$ cat config.mk
export PLATFORM = sky130hd
export DESIGN_NAME = ser_tx_flat
export DESIGN_NICKNAME = d
export VERILOG_FILES = /design/src/rtl/ser_tx_pkg.sv /design/src/rtl/ser_tx_if.sv /design/src/rtl/ser_tx_bit_timer.sv /design/src/rtl/ser_tx.sv /design/src/flat_wrapper.sv
export SDC_FILE = /design/constraint.sdc
export NUM_CORES = 1
export LEC_CHECK = 0
export ABC_AREA = 1
export CAP_MARGIN = 20
export CORE_MARGIN = 1
export CORE_UTILIZATION = 52
export DETAILED_ROUTE_END_ITERATION = 8
export PLACE_DENSITY = 0.74
export SKIP_LAST_GASP = 1
export SLEW_MARGIN = 20
export SYNTH_ARGS = -nofsm -noshare
export SYNTH_HDL_FRONTEND = slang
export SYNTH_SLANG_ARGS = --single-unit
$ cat constraint.sdc
create_clock -name clk -period 1.7 [get_ports clk]
set_input_delay 0.425 -clock clk [delete_from_list [all_inputs] [get_ports clk]]
set_output_delay 0.425 -clock clk [all_outputs]
set_load 0.02 [all_outputs]
$ cat src/rtl/ser_tx_pkg.sv
// Shared types and line levels for the ser_tx serial frame transmitter.
package ser_tx_pkg;

    typedef enum logic [2:0] {IDLE, START, DATA, PARITY, STOP} ser_tx_state_e;

    localparam logic LINE_IDLE = 1'b1;
    localparam logic START_BIT = 1'b0;
    localparam logic STOP_BIT  = 1'b1;

endpackage

$ cat src/rtl/ser_tx_if.sv
// Word-side handshake and serial-side outputs of ser_tx, grouped as one bundle.
interface ser_tx_if #(
    parameter int unsigned WIDTH = 8
);
    logic [WIDTH-1:0] din;
    logic             din_valid;
    logic             din_ready;
    logic             dout;
    logic             busy;
    logic             done;

    modport master (output din, din_valid, input din_ready, dout, busy, done);
    modport slave  (input din, din_valid, output din_ready, dout, busy, done);
endinterface

$ cat src/rtl/ser_tx_bit_timer.sv
// Bit-period timer: counts 0..CLKS_PER_BIT-1 while run is high, tick marks the last count.
module ser_tx_bit_timer #(
    parameter int unsigned CLKS_PER_BIT = 4
) (
    input  logic clk,
    input  logic rst,
    input  logic run,
    output logic tick,
    output logic tick_nxt_c
);
    localparam int unsigned CW = (CLKS_PER_BIT > 1) ? $clog2(CLKS_PER_BIT) : 1;
    localparam logic [CW-1:0] LAST = CW'(CLKS_PER_BIT - 1);

    logic [CW-1:0] cnt_q, cnt_d;
    logic          tick_q;

    always_comb begin
        cnt_d = '0;
        if (run && !tick_q) cnt_d = cnt_q + CW'(1);
    end

    // tick_nxt_c lets the parent register a pulse that lines up with tick
    assign tick_nxt_c = (cnt_d == LAST);
    assign tick       = tick_q;

    always_ff @(posedge clk or negedge rst) begin
        if (!rst) begin
            cnt_q  <= '0;
            tick_q <= 1'(CLKS_PER_BIT == 1);
        end else begin
            cnt_q  <= cnt_d;
            tick_q <= tick_nxt_c;
        end
    end
endmodule

$ cat src/rtl/ser_tx.sv
// Parallel-to-serial frame transmitter: start, data LSB-first, optional parity, stop.
// Define SER_TX_PARITY_EN to insert an even-parity bit between data and stop.
module ser_tx
    import ser_tx_pkg::*;
#(
    parameter int unsigned WIDTH        = 8,
    parameter int unsigned CLKS_PER_BIT = 4
) (
    input  logic     clk,
    input  logic     rst,
    ser_tx_if.slave  bus
);
    localparam int unsigned BW = (WIDTH > 1) ? $clog2(WIDTH) : 1;
    localparam logic [BW-1:0] LAST_BIT = BW'(WIDTH - 1);

    ser_tx_state_e    state_q, state_d;
    logic [WIDTH-1:0] shreg_q, shreg_d;
    logic [BW-1:0]    bit_q, bit_d;
    logic             dout_q, dout_d;
    logic             rdy_q, rdy_d;
    logic             busy_q, busy_d;
    logic             done_q, done_d;
    logic             run_c, tick, tick_nxt_c;
`ifdef SER_TX_PARITY_EN
    logic             parity_q, parity_d;
`endif

    assign run_c = (state_q != IDLE);

    ser_tx_bit_timer #(.CLKS_PER_BIT(CLKS_PER_BIT)) u_timer (
        .clk        (clk),
        .rst        (rst),
        .run        (run_c),
        .tick       (tick),
        .tick_nxt_c (tick_nxt_c)
    );

    // Next-state and next-line-level; the line value is registered one cycle ahead
    always_comb begin
        state_d  = state_q;
        shreg_d  = shreg_q;
        bit_d    = bit_q;
        dout_d   = dout_q;
`ifdef SER_TX_PARITY_EN
        parity_d = parity_q;
`endif
        case (state_q)
            IDLE: begin
                if (bus.din_valid && rdy_q) begin
                    state_d  = START;
                    shreg_d  = WIDTH'(bus.din);
                    bit_d    = '0;
                    dout_d   = START_BIT;
`ifdef SER_TX_PARITY_EN
                    parity_d = ^bus.din;
`endif
                end
            end
            START: begin
                if (tick) begin
                    state_d = DATA;
                    dout_d  = shreg_q[0];
                end
            end
            DATA: begin
                if (tick) begin
                    if (bit_q == LAST_BIT) begin
`ifdef SER_TX_PARITY_EN
                        state_d = PARITY;
                        dout_d  = parity_q;
`else
                        state_d = STOP;
                        dout_d  = STOP_BIT;
`endif
                    end else begin
                        shreg_d = shreg_q >> 1;
                        dout_d  = shreg_d[0];
                        bit_d   = bit_q + BW'(1);
                    end
                end
            end
`ifdef SER_TX_PARITY_EN
            PARITY: begin
                if (tick) begin
                    state_d = STOP;
                    dout_d  = STOP_BIT;
                end
            end
`endif
            STOP: begin
                if (tick) begin
                    state_d = IDLE;
                    dout_d  = LINE_IDLE;
                end
            end
            default: begin
                state_d = IDLE;
                dout_d  = LINE_IDLE;
            end
        endcase

        rdy_d  = (state_d == IDLE);
        busy_d = (state_d != IDLE);
        done_d = (state_d == STOP) && tick_nxt_c;
    end

    always_ff @(posedge clk or negedge rst) begin
        if (!rst) begin
            state_q  <= IDLE;
            shreg_q  <= '0;
            bit_q    <= '0;
            dout_q   <= LINE_IDLE;
            rdy_q    <= 1'b1;
            busy_q   <= 1'b0;
            done_q   <= 1'b0;
`ifdef SER_TX_PARITY_EN
            parity_q <= 1'b0;
`endif
        end else begin
            state_q  <= state_d;
            shreg_q  <= shreg_d;
            bit_q    <= bit_d;
            dout_q   <= dout_d;
            rdy_q    <= rdy_d;
            busy_q   <= busy_d;
            done_q   <= done_d;
`ifdef SER_TX_PARITY_EN
            parity_q <= parity_d;
`endif
        end
    end

    assign bus.din_ready = rdy_q;
    assign bus.dout      = dout_q;
    assign bus.busy      = busy_q;
    assign bus.done      = done_q;
endmodule
$ cat src/flat_wrapper.sv
// flat-port wrapper written by rule: the top's interface ports become plain ports
module ser_tx_flat import ser_tx_pkg::*;
#(
    parameter int unsigned WIDTH        = 8,
    parameter int unsigned CLKS_PER_BIT = 4
)
  (clk, rst, bus_din, bus_din_valid, bus_din_ready, bus_dout, bus_busy, bus_done);
  ser_tx_if #(.WIDTH(WIDTH)) bus_i ();
  input  logic clk;
  input  logic rst;
  input wire logic [$bits(bus_i.din)-1:0] bus_din;
  input wire logic [$bits(bus_i.din_valid)-1:0] bus_din_valid;
  output wire logic [$bits(bus_i.din_ready)-1:0] bus_din_ready;
  output wire logic [$bits(bus_i.dout)-1:0] bus_dout;
  output wire logic [$bits(bus_i.busy)-1:0] bus_busy;
  output wire logic [$bits(bus_i.done)-1:0] bus_done;
  assign bus_i.din = bus_din;
  assign bus_i.din_valid = bus_din_valid;
  assign bus_din_ready = bus_i.din_ready;
  assign bus_dout = bus_i.dout;
  assign bus_busy = bus_i.busy;
  assign bus_done = bus_i.done;
  ser_tx #(.WIDTH(WIDTH), .CLKS_PER_BIT(CLKS_PER_BIT)) u_core (.clk(clk), .rst(rst), .bus(bus_i));
endmodule
* After elaboration in Yosys (flattened, before gate mapping)
Cells that the tools add are included.
Operators by class: add/subtract/negate cells 2, $mul 0, divide/modulo/power cells 0, magnitude comparators 0, equal/unequal tests 11, shift-type cells 0, multiplexer cells 21, bitwise logic cells 0, reduce and logical (&&, ||, !) cells 11
Operators by type and width (number):
- two-way mux 3 bit | 8
- two-way mux 8 bit | 3
- case mux 8 bit (2 select lines) | 1
- case mux 3 bit (4 select lines) | 1
- == test 3 bit (second input constant) | 3
- != test 2 bit (second input constant) | 4
- AND reduction 4 bit | 2
- logical NOT 3 bit | 2
- case mux 3 bit (2 select lines) | 1
- nonzero test 3 bit | 2
- two-way mux 1 bit | 5
- case mux 1 bit (4 select lines) | 1
- adder 3 x 1 -> 3 bit (second input constant) | 1
- == test 3 x 1 -> 1 bit (second input constant) | 1
- == test 3 x 2 -> 1 bit (second input constant) | 1
- logical AND 1 bit | 3
- adder 2 x 1 -> 2 bit (second input constant) | 1
- == test 2 bit (second input constant) | 1
- two-way mux 2 bit | 1
- != test 2 x 1 -> 1 bit (second input constant) | 1
- nonzero test 2 bit | 1
- logical NOT 1 bit | 1
Word-level totals: flip-flop bits (word level) 21, latch bits 0, bits in writable memories 0, bits in read-only memories 0, output and inout bits 4, word-level logic and storage cells 54, memories kept 0

* Logic depth before layout (Yosys ltp)
Gate-level depths: netlist of run 1.
depth after elaboration 6, depth in mapped cells 8

* Hierarchy
From an unflattened synthesis of run 1, not the netlist that was laid out.
Unflattened totals: cell total of the unflattened synthesis 147, area total of the unflattened synthesis 1164.9 sq um
Modules (own cells, without submodules):
- ser_tx | instances 1, cells each 133, area an instance 1044.8 sq um
- ser_tx_bit_timer | instances 1, cells each 14, area an instance 120.1 sq um

* Worst setup path after synthesis of run 1
No wires, ideal clock.
path kind register -> register, start register u_core.bit_q[0], end register u_core.shreg_q[1], library setup time 116 ps, arrival 1285 ps, data required time 1584 ps, path slack 298 ps, stages on the path, launching flop included 9, path buffers 1, path through dfrtp_1 -> ha_1 -> ha_1 -> nand2_1 -> nand2_1 -> nand3b_4 -> buf_6 -> nand2_1 -> nand2_1
On the way: cells in the longest elaborated chain, start to end 3
Ends and longest elaborated chain:
- from (decl) | RTL line ser_tx.sv:18 | logic [BW-1:0] bit_q, bit_d;
- from (signal assigned) | RTL line ser_tx.sv:122 | bit_q <= bit_d;
- == test 3 bit | RTL line ser_tx.sv:67 | if (bit_q == LAST_BIT) begin
- != test 2 bit (no line)
- AND reduction 4 bit (no line)
- to (signal assigned) | RTL line ser_tx.sv:121 | shreg_q <= shreg_d;
- to (decl) | RTL line ser_tx.sv:17 | logic [WIDTH-1:0] shreg_q, shreg_d;
Every way passes these cells. A chain may end at the register's enable or synchronous reset.

* Worst setup path in the final report of run 1
start register u_core.done_q (netlist: u_core.bus.done), end output port bus_done
RTL lines:
- from (decl) | RTL line ser_tx.sv:22 | logic done_q, done_d;
- from (signal assigned) | RTL line ser_tx.sv:126 | done_q <= done_d;
- to (decl) | RTL line flat_wrapper.sv:16 | output wire logic [$bits(bus_i.done)-1:0] bus_done;
No word-level cell between the ends.

==> flow_summary.yaml, run 1 <==
global_routing:
  grt_remaining_overflow: 0
  grt_max_degree: 22
  track_usage_pct: 20.0
  grt_pass1_wl_um: 3020
  antenna_found_initial: 0
  first_global_vias: 688
logic_synthesis:
  synth_area_per_cell_um2: 7.99
  synth_common_cells: "65 x nand2_1, 19 x dfrtp_1, 9 x nor2_1, 7 x inv_1, 5 x o21ai_1"
  syn_nets: 142
  synthCells: 129
  ys_ff_latch: 21
  ys_warn_count: 0
  async_flop_share_pct: 100
  synth_top_area_share_pct: 46.1
  syn_area_um2: 1030
  synth_top_area_cell: "dfrtp_1"
  synth_edf_count: 0
  synth-main-ff-cell: "dfrtp_1"
  yosysMostFrequentCell: "nand2_1"
  yosysSeqAreaShare_pct: 51.2
  synthTopCellsByArea: "dfrtp_1 46%, nand2_1 24%, dfstp_2 5.1%"
  ys_types: 20
sta:
  period_needed_ps: 1660
  tightestPinTransition_ps: 264
  min_period_over_period_pct: 97.7
  finalClockSkew_ps: 2.31
  whs_ps: 441
  fin_tns_setup_ps: 0
  rsz0062_at_grt: "no"
  max_freq_mhz: 602
  max_slew_margin_pct: 82.4
  setup_viol: 0
  drv_slew: 0
  finalHoldViolCount: 0
floorplan:
  ioPinCount: 15
  start_util_pct: 57.8
  die_area_um2: 2160
  dieHeight_um: 46.5
  rows: 15
  die_x_um: 46.5
  core_area_um2: 1780
critical_path:
  path_buf_inv: 1
  cp_max_fo: 1
  critPathMaxStageDelay_ps: 590
  worstSetupPathType: "register to primary output"
  r2r_start: "u_core.bit_q[0]$_DFFE_PN0P_"
  cp_cell_sequence: "clkdlybuf4s50_1"
  arrival_ps: 1240
  critPathCaptureType: "primary output"
  start_kind: "register"
  crit_family: "buffers and inverters"
  cp.required_ps: 1270
  crit_path_top_delay_cell: "clkdlybuf4s50_1"
  critPathLaunch: "u_core.bus.done$_DFF_PN0_"
clocking:
  htree_num_levels: 1
  clk_pin_slew_ps: 130
  cts_tree: "built"
  numClockSinks: 21
  cts_buffers: 3
  clk_latency_ps: 300
  clock_path_buffers: 2
  hold_buffers: 0
  ctsRootBufferMaster: "clkbuf_4"
route:
  drt_iter0_drc: 17
  drc: 0
  post_drt_via_cell_ratio: 4.66
  post_drt_wl_per_cell_um: 10.3
  dr_total_vias: 797
  totalWireLength_um: 1760
  drtAntennaViolNets: 0
  drt_first_pass_iters: 4
run_status:
  outcome: "complete, no violations"
layout:
  drive_gt1_share_pct: 12.3
  fin_area_um2: 1220
  nets: 160
  multi_input_area_um2: 443
  fill_cells: 158
  antenna_cells: 0
  seq_area_um2: 528
  areaGrowthSynthToFinish_pct: 18.1
hold_path:
  min-delay-path-class: "register to register"
  min_from: "u_core.u_timer.cnt_q[0]$_DFF_PN0_"
power:
  p_leak_uw: 0.000653
  peakVddDrop_mv: 1.07
  power_density_nw_per_um2: 1460
placement:
  gp_congestion: 0.808
  dp_hpwl_um: 1320
  post_dp_cell_area_um2: 1190
  io_buffers: 14
flow_run:
  max_cap_viol_count: 0
-- area by class of cell --
class / instances / share of cell area (%)
tap: 25 / 2.57
inverter: 10 / 3.08
clock inverter: 1 / 0.617
clock buffer: 3 / 1.85
sequential: 21 / 43.4
timing repair buffer: 15 / 12.1
multi-input combinational: 96 / 36.4
-- report_power, final --
group,switching (uW),internal (uW),total [uW]
clock network,161,89.5,251
logic,448,269,717
registers,118,691,809
-- final timing paths --
path	depth (start not counted)	slack, ps	end
hold reg to reg	1	440	u_core.u_timer.cnt_q[0]$_DFF_PN0_
min in group asynchronous	2	450	u_core.state_q[0]$_DFF_PN0_
setup reg to reg	8	110	u_core.shreg_q[2]$_DFFE_PN0P_
hold / removal	1	440	u_core.u_timer.cnt_q[0]$_DFF_PN0_
setup / recovery	1	40	bus_done
max in group asynchronous	2	980	u_core.bus.din_ready$_DFF_PN1_
-- registers in the layout (all words and copies together), names as in the netlist --
name                  flops
u_core.u_timer.tick       1
u_core.shreg_q            8
u_core.state_q            3
u_core.bit_q              3
u_core.bus.dout           1
u_core.bus.din_ready      1
u_core.bus.busy           1
u_core.bus.done           1
u_core.u_timer.cnt_q      2
-- cells by family (layout without fill, tap and decap cells) --
kind of cell    after synthesis  in the layout  synth area share [%]
simple gates                 85             85                  35.3
compound gates                9              9                  5.22
buf+inv                      12             29                  5.83
flops                        21             21                  51.2
fa+ha+maj                     2              2                  2.43
-- layer usage --
metal  routed length [um]  up-vias  part of all wire [%]  global-route usage [%]
li1                     -      427                     -                       -
met1                  905      361                    51                    28.9
met2                  811        9                    46                    29.7
met3                   45        0                   2.6                    4.71
met4                    0        0                     0                    5.29
met5                    0        -                     0                       0
-- per-stage QoR --
| step | setup slack (ps) | power [uW] | cells | util, % |
|---|---|---|---|---|
| after floorplan | 298 | 1370 | 129 | - |
| after global placement | 108 | 1530 | 167 | 66.6 |
| after detailed placement | 57.7 | 1560 | 167 | 66.6 |
| after CTS | 24.6 | 1790 | 171 | 68.1 |
| after global routing | 3.56 | 1940 | 171 | 68.3 |
| final | 39.6 | 1780 | 171 | 68.3 |
-- placed cells by master, fill, tap and decap left out, types with 2 or more instances in the layout --
cell / count
dfrtp_1: 19
inv_1: 7
o21ai_2: 2
dfstp_2: 2
o21ai_1: 5
ha_1: 2
clkdlybuf4s50_1: 11
nor2_1: 9
inv_2: 3
dlygate4sd2_1: 2
nand2_1: 65
clkbuf_4: 3
nand3_1: 4
-- what timing repair did --
item,in CTS,in global routing
setup buffers,0,0
endpoints found under the setup margin,2,1
resized for setup,2,1
(Power assumes the default switching activity.)
==> run 2: changes to the inputs <==
--- a/config.mk
+++ b/config.mk
@@ -10,6 +10,7 @@
 export CORE_MARGIN = 1
 export CORE_UTILIZATION = 52
 export DETAILED_ROUTE_END_ITERATION = 8
+export GPL_ROUTABILITY_DRIVEN = 0
 export PLACE_DENSITY = 0.74
 export SKIP_LAST_GASP = 1
 export SLEW_MARGIN = 20
==> results of run 2 <==
Final layout, timing and power as in run 1 (identical DEF).
